**config.mk**
```make
export PLATFORM = sky130hd
export DESIGN_NAME = des_block_loader
export DESIGN_NICKNAME = d
export VERILOG_FILES = /design/src/rtl/des_block_loader.sv
export SDC_FILE = /design/constraint.sdc
export NUM_CORES = 1
export LEC_CHECK = 0
export BUFFER_PORTS_ARGS = -buffer_cell sky130_fd_sc_hd__buf_2
export CORE_MARGIN = 3
export CORE_UTILIZATION = 50
export CTS_CLUSTER_SIZE = 8
export DETAILED_ROUTE_END_ITERATION = 10
export PLACE_DENSITY = 0.71
export SETUP_SLACK_MARGIN = 0.05
export SLEW_MARGIN = 40
export SYNTH_ARGS = -nofsm -noshare
export SYNTH_HDL_FRONTEND = slang
export SYNTH_SLANG_ARGS = --single-unit
```
**constraint.sdc**
```tcl
create_clock -name clk -period 4.3 [get_ports clk]
set_input_delay 0.43 -clock clk [delete_from_list [all_inputs] [get_ports clk]]
set_output_delay 0.43 -clock clk [all_outputs]
set_load 0.03 [all_outputs]
```
**src/rtl/des_block_loader.sv**
```systemverilog
// des_block_loader
// Gathers narrow plaintext/ciphertext beats into one 64-bit block in DES bit
// order (bit 1 = MSB = first bit received). The block is then presented on a
// valid/ready interface that feeds the IP permutation. The loader has one
// assembly register and one output holding register, so the next block can be
// gathered while the current one is stalled downstream.
// Internally the blocks are held as [63:0] vectors. Assigning a [63:0] vector
// to a [1:64] port maps internal bit 63 onto DES bit 1, so the ordering is
// preserved.

module des_block_loader #(
  parameter int IN_WIDTH = 8,
  localparam int BEATS = 64 / IN_WIDTH,
  localparam int CNT_W = $clog2(BEATS) + 1
) (
  input  logic             clk,
  input  logic             rst,
  input  logic [1:IN_WIDTH] data_i,
  input  logic             valid_i,
  output logic             ready_o,
  input  logic             clear_i,
  output logic [1:64]      block_o,
  output logic             valid_o,
  input  logic             ready_i,
  output logic [CNT_W-1:0] beat_cnt_o
);

  logic [IN_WIDTH-1:0] beatBits;
  logic [63:0]         asmBlock_q;
  logic [63:0]         asmBlock_d;
  logic [63:0]         mergedBlock;
  logic [63:0]         outBlock_q;
  logic                outValid_q;
  logic [CNT_W-1:0]    beatCnt_q;
  logic [CNT_W-1:0]    beatCnt_d;
  logic                lastBeat;
  logic                slotFree;
  logic                accept;
  logic                finalAccept;

  assign beatBits = data_i;

  // The next beat is the final one of the block, so accepting it also needs
  // a free output slot. A slot that drains in the same cycle counts as free.
  // clear_i suppresses acceptance, so a beat presented with it is dropped.
  assign lastBeat    = (beatCnt_q == CNT_W'(BEATS - 1));
  assign slotFree    = ~outValid_q | ready_i;
  assign ready_o     = ~lastBeat | slotFree;
  assign accept      = valid_i & ready_o & ~clear_i;
  assign finalAccept = accept & lastBeat;

  // Place the incoming beat into its slot: beat k fills DES bits
  // k*IN_WIDTH+1 .. (k+1)*IN_WIDTH, so beat 0 lands in the MSBs.
  always_comb begin
    mergedBlock = asmBlock_q;
    for (int k = 0; k < BEATS; k++) begin
      if (beatCnt_q == CNT_W'(k)) begin
        mergedBlock[63 - k*IN_WIDTH -: IN_WIDTH] = beatBits;
      end
    end
  end

  // Next assembly state. clear_i wipes the partial block. A final beat hands
  // the block off and restarts assembly from an empty register.
  always_comb begin
    beatCnt_d  = beatCnt_q;
    asmBlock_d = asmBlock_q;
    if (clear_i) begin
      beatCnt_d  = '0;
      asmBlock_d = '0;
    end else if (finalAccept) begin
      beatCnt_d  = '0;
      asmBlock_d = '0;
    end else if (accept) begin
      beatCnt_d  = beatCnt_q + CNT_W'(1);
      asmBlock_d = mergedBlock;
    end
  end

  // Assembly register and beat counter.
  always_ff @(posedge clk or posedge rst) begin
    if (rst) begin
      asmBlock_q <= '0;
      beatCnt_q  <= '0;
    end else begin
      asmBlock_q <= asmBlock_d;
      beatCnt_q  <= beatCnt_d;
    end
  end

  // Output holding register. A newly completed block takes priority over
  // emptying the slot, which keeps valid high across a same-cycle drain and
  // reload. Otherwise the data stays frozen while it waits for ready_i.
  always_ff @(posedge clk or posedge rst) begin
    if (rst) begin
      outBlock_q <= '0;
      outValid_q <= 1'b0;
    end else if (finalAccept) begin
      outBlock_q <= mergedBlock;
      outValid_q <= 1'b1;
    end else if (outValid_q && ready_i) begin
      outValid_q <= 1'b0;
    end
  end

  assign block_o    = outBlock_q;
  assign valid_o    = outValid_q;
  assign beat_cnt_o = beatCnt_q;

endmodule

```
[Word-level counts from Yosys, hierarchy flattened]
Cells that the tools add are included.
Operators by class
  add/subtract/negate cells: 1
  eq/ne operators: 7
  muxes and demuxes: 16
  bitwise operators: 8
  reduce and logical (&&, ||, !) cells: 4
Operators by type and width (count)
  64-bit two-way mux: 3
  8-bit two-way mux: 8
  4-bit by 3-bit == test with 1-bit output (second input constant): 4
  4-bit two-way mux: 3
  4-bit by 2-bit == test with 1-bit output (second input constant): 2
  4-bit by 1-bit adder with 4-bit output (second input constant): 1
  4-bit by 1-bit == test with 1-bit output (second input constant): 1
  4-bit logical NOT: 1
  1-bit bitwise AND: 3
  1-bit NOT: 3
  3-bit nonzero test: 1
  1-bit two-way mux: 2
  1-bit OR: 2
  2-bit nonzero test: 1
  1-bit logical AND: 1
Storage, ports and cells
  register bits after elaboration: 133
  output and inout bits: 70
  logic and storage cells: 40

[Depth between registers and ports, before layout]
  word-level depth: 8
  depth in mapped cells: 7
  gate-level depth less buffers: 5

[Worst setup path before layout]
Ideal clock, no wire load.
  path type: flip-flop to flip-flop
  start: register beatCnt_q[0] (netlist: beat_cnt_o[0])
  end: register outBlock_q[47] (netlist: block_o[17])
  library setup time: 0.127 ns
  arrival time: 1.980 ns
  setup slack: 2.193 ns
  stages on the path, launching flop included: 6
  path buffers: 0
  cells stage by stage: dfrtp_1 inv_1 ha_1 nor3b_2 mux2_2 mux2_1
On the way
  word-level cells in the longest chain between the ends: 6
  elaborated cells between the ends (all ways): 8
  classes of those cells: eq/ne: 2; mux: 1; bitwise: 5
Ends and longest elaborated chain
  start: declaration: RTL line 34  | logic [CNT_W-1:0] beatCnt_q;
  start signal: assignment: RTL line 87  | beatCnt_q <= beatCnt_d;
  4-bit by 3-bit == test with 1-bit output: RTL line 46  | assign lastBeat = (beatCnt_q == CNT_W'(BEATS - 1));
  1-bit NOT: RTL line 48  | assign ready_o = ~lastBeat | slotFree;
  1-bit OR: RTL line 48
  1-bit bitwise AND (2 in a row): RTL line 49  | assign accept = valid_i & ready_o & ~clear_i;
  1-bit bitwise AND: RTL line 50  | assign finalAccept = accept & lastBeat;
  end signal: assignment: RTL line 99  | outBlock_q <= mergedBlock;
  end: declaration: RTL line 32  | logic [63:0] outBlock_q;
Several ways; a longest one is shown, not always the timed one.
A chain may end at the register's enable or synchronous reset.

[Worst setup path after layout]
  start: register beatCnt_q[0] (netlist: beat_cnt_o[0])
  end: register outBlock_q[22] (netlist: block_o[42])
The elaborated chain is that of the path after synthesis.

==> reports/results.env <==
PLACE.GP.CONGESTION=0.854
FINAL_LAYOUT_SIZE_SUFFIX_GT1_SHARE_PCT=37.6
PERIOD_MINUS_SLACK_NS=2.66
SYN-NUM-NETS=496
FLOORPLAN.DIE.WIDTH_UM=116
GRT_START_MAX_NET_PINS=52
TIMING.FINAL.SETUP_VIOLATIONS=0
NUMBER_OF_POST_CTS_SETUP_REPAIR_BUFFERS=0
FIN_WORST_SKEW_NS=0.00787
HOLD_VIOL=0
ANTENNA_CELLS_INSERTED=0
FIN_TNS_SETUP_NS=0
SYNTHADDERAREAFRAC_PCT=0.830
POSTCTSHOLDBUFS=0
CRITICAL_PATH_S_LARGEST_STAGE_DELAY_NS=0.59
CTS_RESIZED=0
CP.DEPTH=5
TRITONCTS='built'
SYNTH_ENABLE_FLOP_CELLS=0
HOLD_PATH.CLASS='in -> async'
SYNTH_SEQ_AREA_SHARE_PCT=51.9
GRT_PASS1_VIAS=4234
CLOCK_LATENCY_NS=0.42
POST_SYNTH_MAIN_AREA_CONTRIBUTORS='sky130_fd_sc_hd__dfrtp_1 (52%), sky130_fd_sc_hd__mux2_2 (13%), sky130_fd_sc_hd__mux2_1 (7.7%), sky130_fd_sc_hd__o32ai_1 (5.8%), sky130_fd_sc_hd__inv_1 (3.3%)'
POST_DP_CELL_AREA_UM2=6460
CRITICALPATHCATEGORY='reg -> reg'
ASYNC_SET_RESET_FLOP_SHARE_OUT_OF_SYNTHESIS_PCT=100
CTS.REPORTEDPATHS.CLKPINSLEW_NS=0.06
AREA_DELTA_SYNTH_FINAL_PCT=16.6
DIE_AREA_UM2=13400
POST-PLACE-WS_NS=1.72
CRIT_CHAIN='ha_1 -> nand2_1 -> nor4_4 -> buf_4 -> mux2_2'
GRT_SETUP_UNREPAIRED='no'
DESIGN.FINAL.NETS=562
PATH_DELAY_FAMILY='simple AND/OR/NAND/NOR gates'
GLOBAL_ROUTE.OVERFLOW_TOTAL=0
WORST_R2R_PATH_DEPTH=5
CRITICAL_PATH_START_TYPE='flip-flop'
WORSTPATHARRIVAL_NS=2.95
LAYOUT.CELLS.NON_FILLER=701
SYNTHCELLS=479
LEAKAGEPOWER_nW=3.44
DRV_SLEW=0
CTS_BUFFERS=17
WORST-ENDPOINT-REQUIRED_NS=4.59
RUN_STATUS='finished, final reports clean'
HIGHEST_DELAY_CELL_ALONG_THE_CRITICAL_PATH='sky130_fd_sc_hd__buf_4'
ANTENNA_FOUND_INITIAL=0
FIRST_PASS_ITERS=6
WORST_SLEW_PIN_SLEW_NS=0.825
H_TREE_LEVELS=4
DETAILEDPLACEMENTHPWL_UM=8900
FMAXACHIEVABLE_MHz=376
SYNTH_TOP_AREA_SHARE_PCT=51.9
TIMING.SLEW.HEADROOM_PCT=44.5
HIGHEST_COUNT_CELLS_IN_THE_LAYOUT_IGNORING_FILL_AND_TAPS='sky130_fd_sc_hd__dfrtp_1 (125), sky130_fd_sc_hd__buf_2 (82), sky130_fd_sc_hd__mux2_2 (69), sky130_fd_sc_hd__inv_1 (52), sky130_fd_sc_hd__mux2_1 (41)'
VIAS=4081
FINAL_CRITICAL_PATH_SETUP_SLACK_NS=1.64
FP.COREAREA_UM2=11600
DETAIL_ROUTE.WIRELENGTH_UM=14100
FIRST_PASS_GRT_WIRE_LENGTH_UM=22900
SYNTHXORXNORAREAFRAC_PCT=0
MAX_CAP_VIOLS=0
CTS.SINK_COUNT=125
CTSLONGESTPATHBUFFERS=2
CRIT_FANOUT=51
SETUP.WORST_PATH.END_CLASS='flip-flop'
NUMPORTBUFFERS=82
R2R_SLACK_NS=1.64
TIMING.FINAL.CRIT_SHARE_PCT=61.9
FLOORPLAN.INITIALDENSITY_PCT=51.9
CRITICAL_PATH_BUF_INV_COUNT=1
REG2REG_TO='block_o[42]'
AVGVIACOUNTPERCELL=5.82
SYNTH.MUX.AREA_FRACTION_PCT=23.0
SYNTH.CELL_AREA_UM2=6030
FP-ROW-COUNT=39
POWERDENSITY_nW_PER_UM2=391
SYNTH.DISTINCT_CELLS=40
FINALCOREUTILIZATION_PCT=60.5
CTS-ROOT-BUF='sky130_fd_sc_hd__clkbuf_16'
YOSYS.AREA.TOP_TYPE='sky130_fd_sc_hd__dfrtp_1'
NUMPLACEDINSTANCES=669
WORSTSETUPSTARTPOINT='beat_cnt_o[0]'
POSTSYNTHREGISTERBITS=125
SYNTHFLOPTYPE='sky130_fd_sc_hd__dfrtp_1'
SYN-MEAN-INSTANCE-AREA_UM2=12.6
WL_PER_CELL_UM=20.1
DRC=0
POWER.IR.VDD_WORST_mV=0.276
YOSYS_WARNINGS=0
ROUTE.ANTENNA.REMAINING_NETS=0
STDCELL_AREA_UM2=7030
DIE_SPAN_Y_UM=116
TIMING.CRITICAL_PATH.TO='block_o[42]'
FLOORPLAN.IO_PINS=83
LAYOUT.CELLS.MOST_COMMON='sky130_fd_sc_hd__dfrtp_1'
GLOBAL_ROUTE.USAGE.TOTAL_PCT=22.5
INITIAL_DETAILED_ROUTING_VIOLATION_COUNT=278
SYNTH-COMPOUND-AREA-SHARE_PCT=9.32
WORSTREG2REGSTART='beat_cnt_o[0]'
COMBINATIONAL_FAMILY_WITH_THE_MOST_AREA_AFTER_SYNTHESIS='multiplexers'
SYNTH_SIMPLE_GATE_AREA_SHARE_PCT=7.78
[how the worst min path moves through the flow]
stage | to | slack (ns) | cells after the start
3_3_place_gp | block_o[57] | 0.46 | 1
4_1_cts | block_o[53] | 0.09 | 2
6_report | block_o[53] | 0.08 | 2
5_1_grt | block_o[53] | 0.13 | 2
2_1_floorplan | asmBlock_q[17] | 0.50 | 2
3_5_place_dp | block_o[19] | 0.47 | 1
[cell families (layout without fill, tap and decap cells)]
group / Yosys count / count (layout)
flops: 125 / 125
mux: 121 / 121
compound gates: 73 / 73
simple gates: 63 / 63
buf+inv: 93 / 172
fa+ha+maj: 4 / 4
[sequential cells by signal, indices dropped and copies added, names as in the netlist]
register	count
beat_cnt_o	4
valid_o	1
asmBlock_q	56
block_o	64
[cell usage after synthesis, types with 7 or more instances]
cell type                  number
sky130_fd_sc_hd__mux2_4         8
sky130_fd_sc_hd__clkbuf_1      18
sky130_fd_sc_hd__o21ai_0        9
sky130_fd_sc_hd__dfrtp_1      125
sky130_fd_sc_hd__mux2_1        41
sky130_fd_sc_hd__inv_1         53
sky130_fd_sc_hd__nand4b_1       7
sky130_fd_sc_hd__o41ai_1        8
sky130_fd_sc_hd__buf_6          8
sky130_fd_sc_hd__nand2_1       10
sky130_fd_sc_hd__mux2_2        69
sky130_fd_sc_hd__nand2b_1      11
sky130_fd_sc_hd__buf_2         10
sky130_fd_sc_hd__o32ai_1       40
sky130_fd_sc_hd__a21oi_1       10
[worst reg2reg max path, delay by kind of cell, from the launching register on]
family	cells	cell delay, ns
AND/OR/NAND/NOR	2	0.62
buffers and inverters	1	0.59
flip-flops	1	0.45
multiplexers	1	0.45
adder cells (fa/ha/maj)	1	0.43
[final cells by class]
| class | instances | area [um^2] |
|---|---|---|
| multi-input combinational | 261 | 2500 |
| timing repair buffer | 87 | 448 |
| fill | 954 | 4580 |
| sequential | 125 | 3130 |
| inverter | 53 | 201 |
| clock inverter | 11 | 119 |
| clock buffer | 21 | 450 |
| tap | 143 | 179 |
[per-layer routing]
metal | up-vias | track usage [%] | wire length, um
met5 | - | 0 | 0
met4 | 0 | 8.66 | 266
met3 | 23 | 4.70 | 779
met2 | 151 | 34.8 | 6770
met1 | 2051 | 31.4 | 6270
li1 | 1856 | - | -
[stage by stage]
step	power, W	hold WS [ns]
4_1_cts	0.00277	0.0926
5_1_grt	0.00284	0.134
3_5_place_dp	0.00140	0.469
2_1_floorplan	0.00134	0.505
6_report	0.00275	0.0769
3_3_place_gp	0.00139	0.462
[report_power, final]
| group | switching [W] | internal (W) | total (W) |
|---|---|---|---|
| Sequential | 0.00000978 | 0.00119 | 0.00120 |
| Clock | 0.000509 | 0.000863 | 0.00137 |
| Combinational | 0.000120 | 0.0000583 | 0.000178 |
| Total | 0.000639 | 0.00211 | 0.00275 |
No activity file was read; power rests on OpenSTA's default activity.
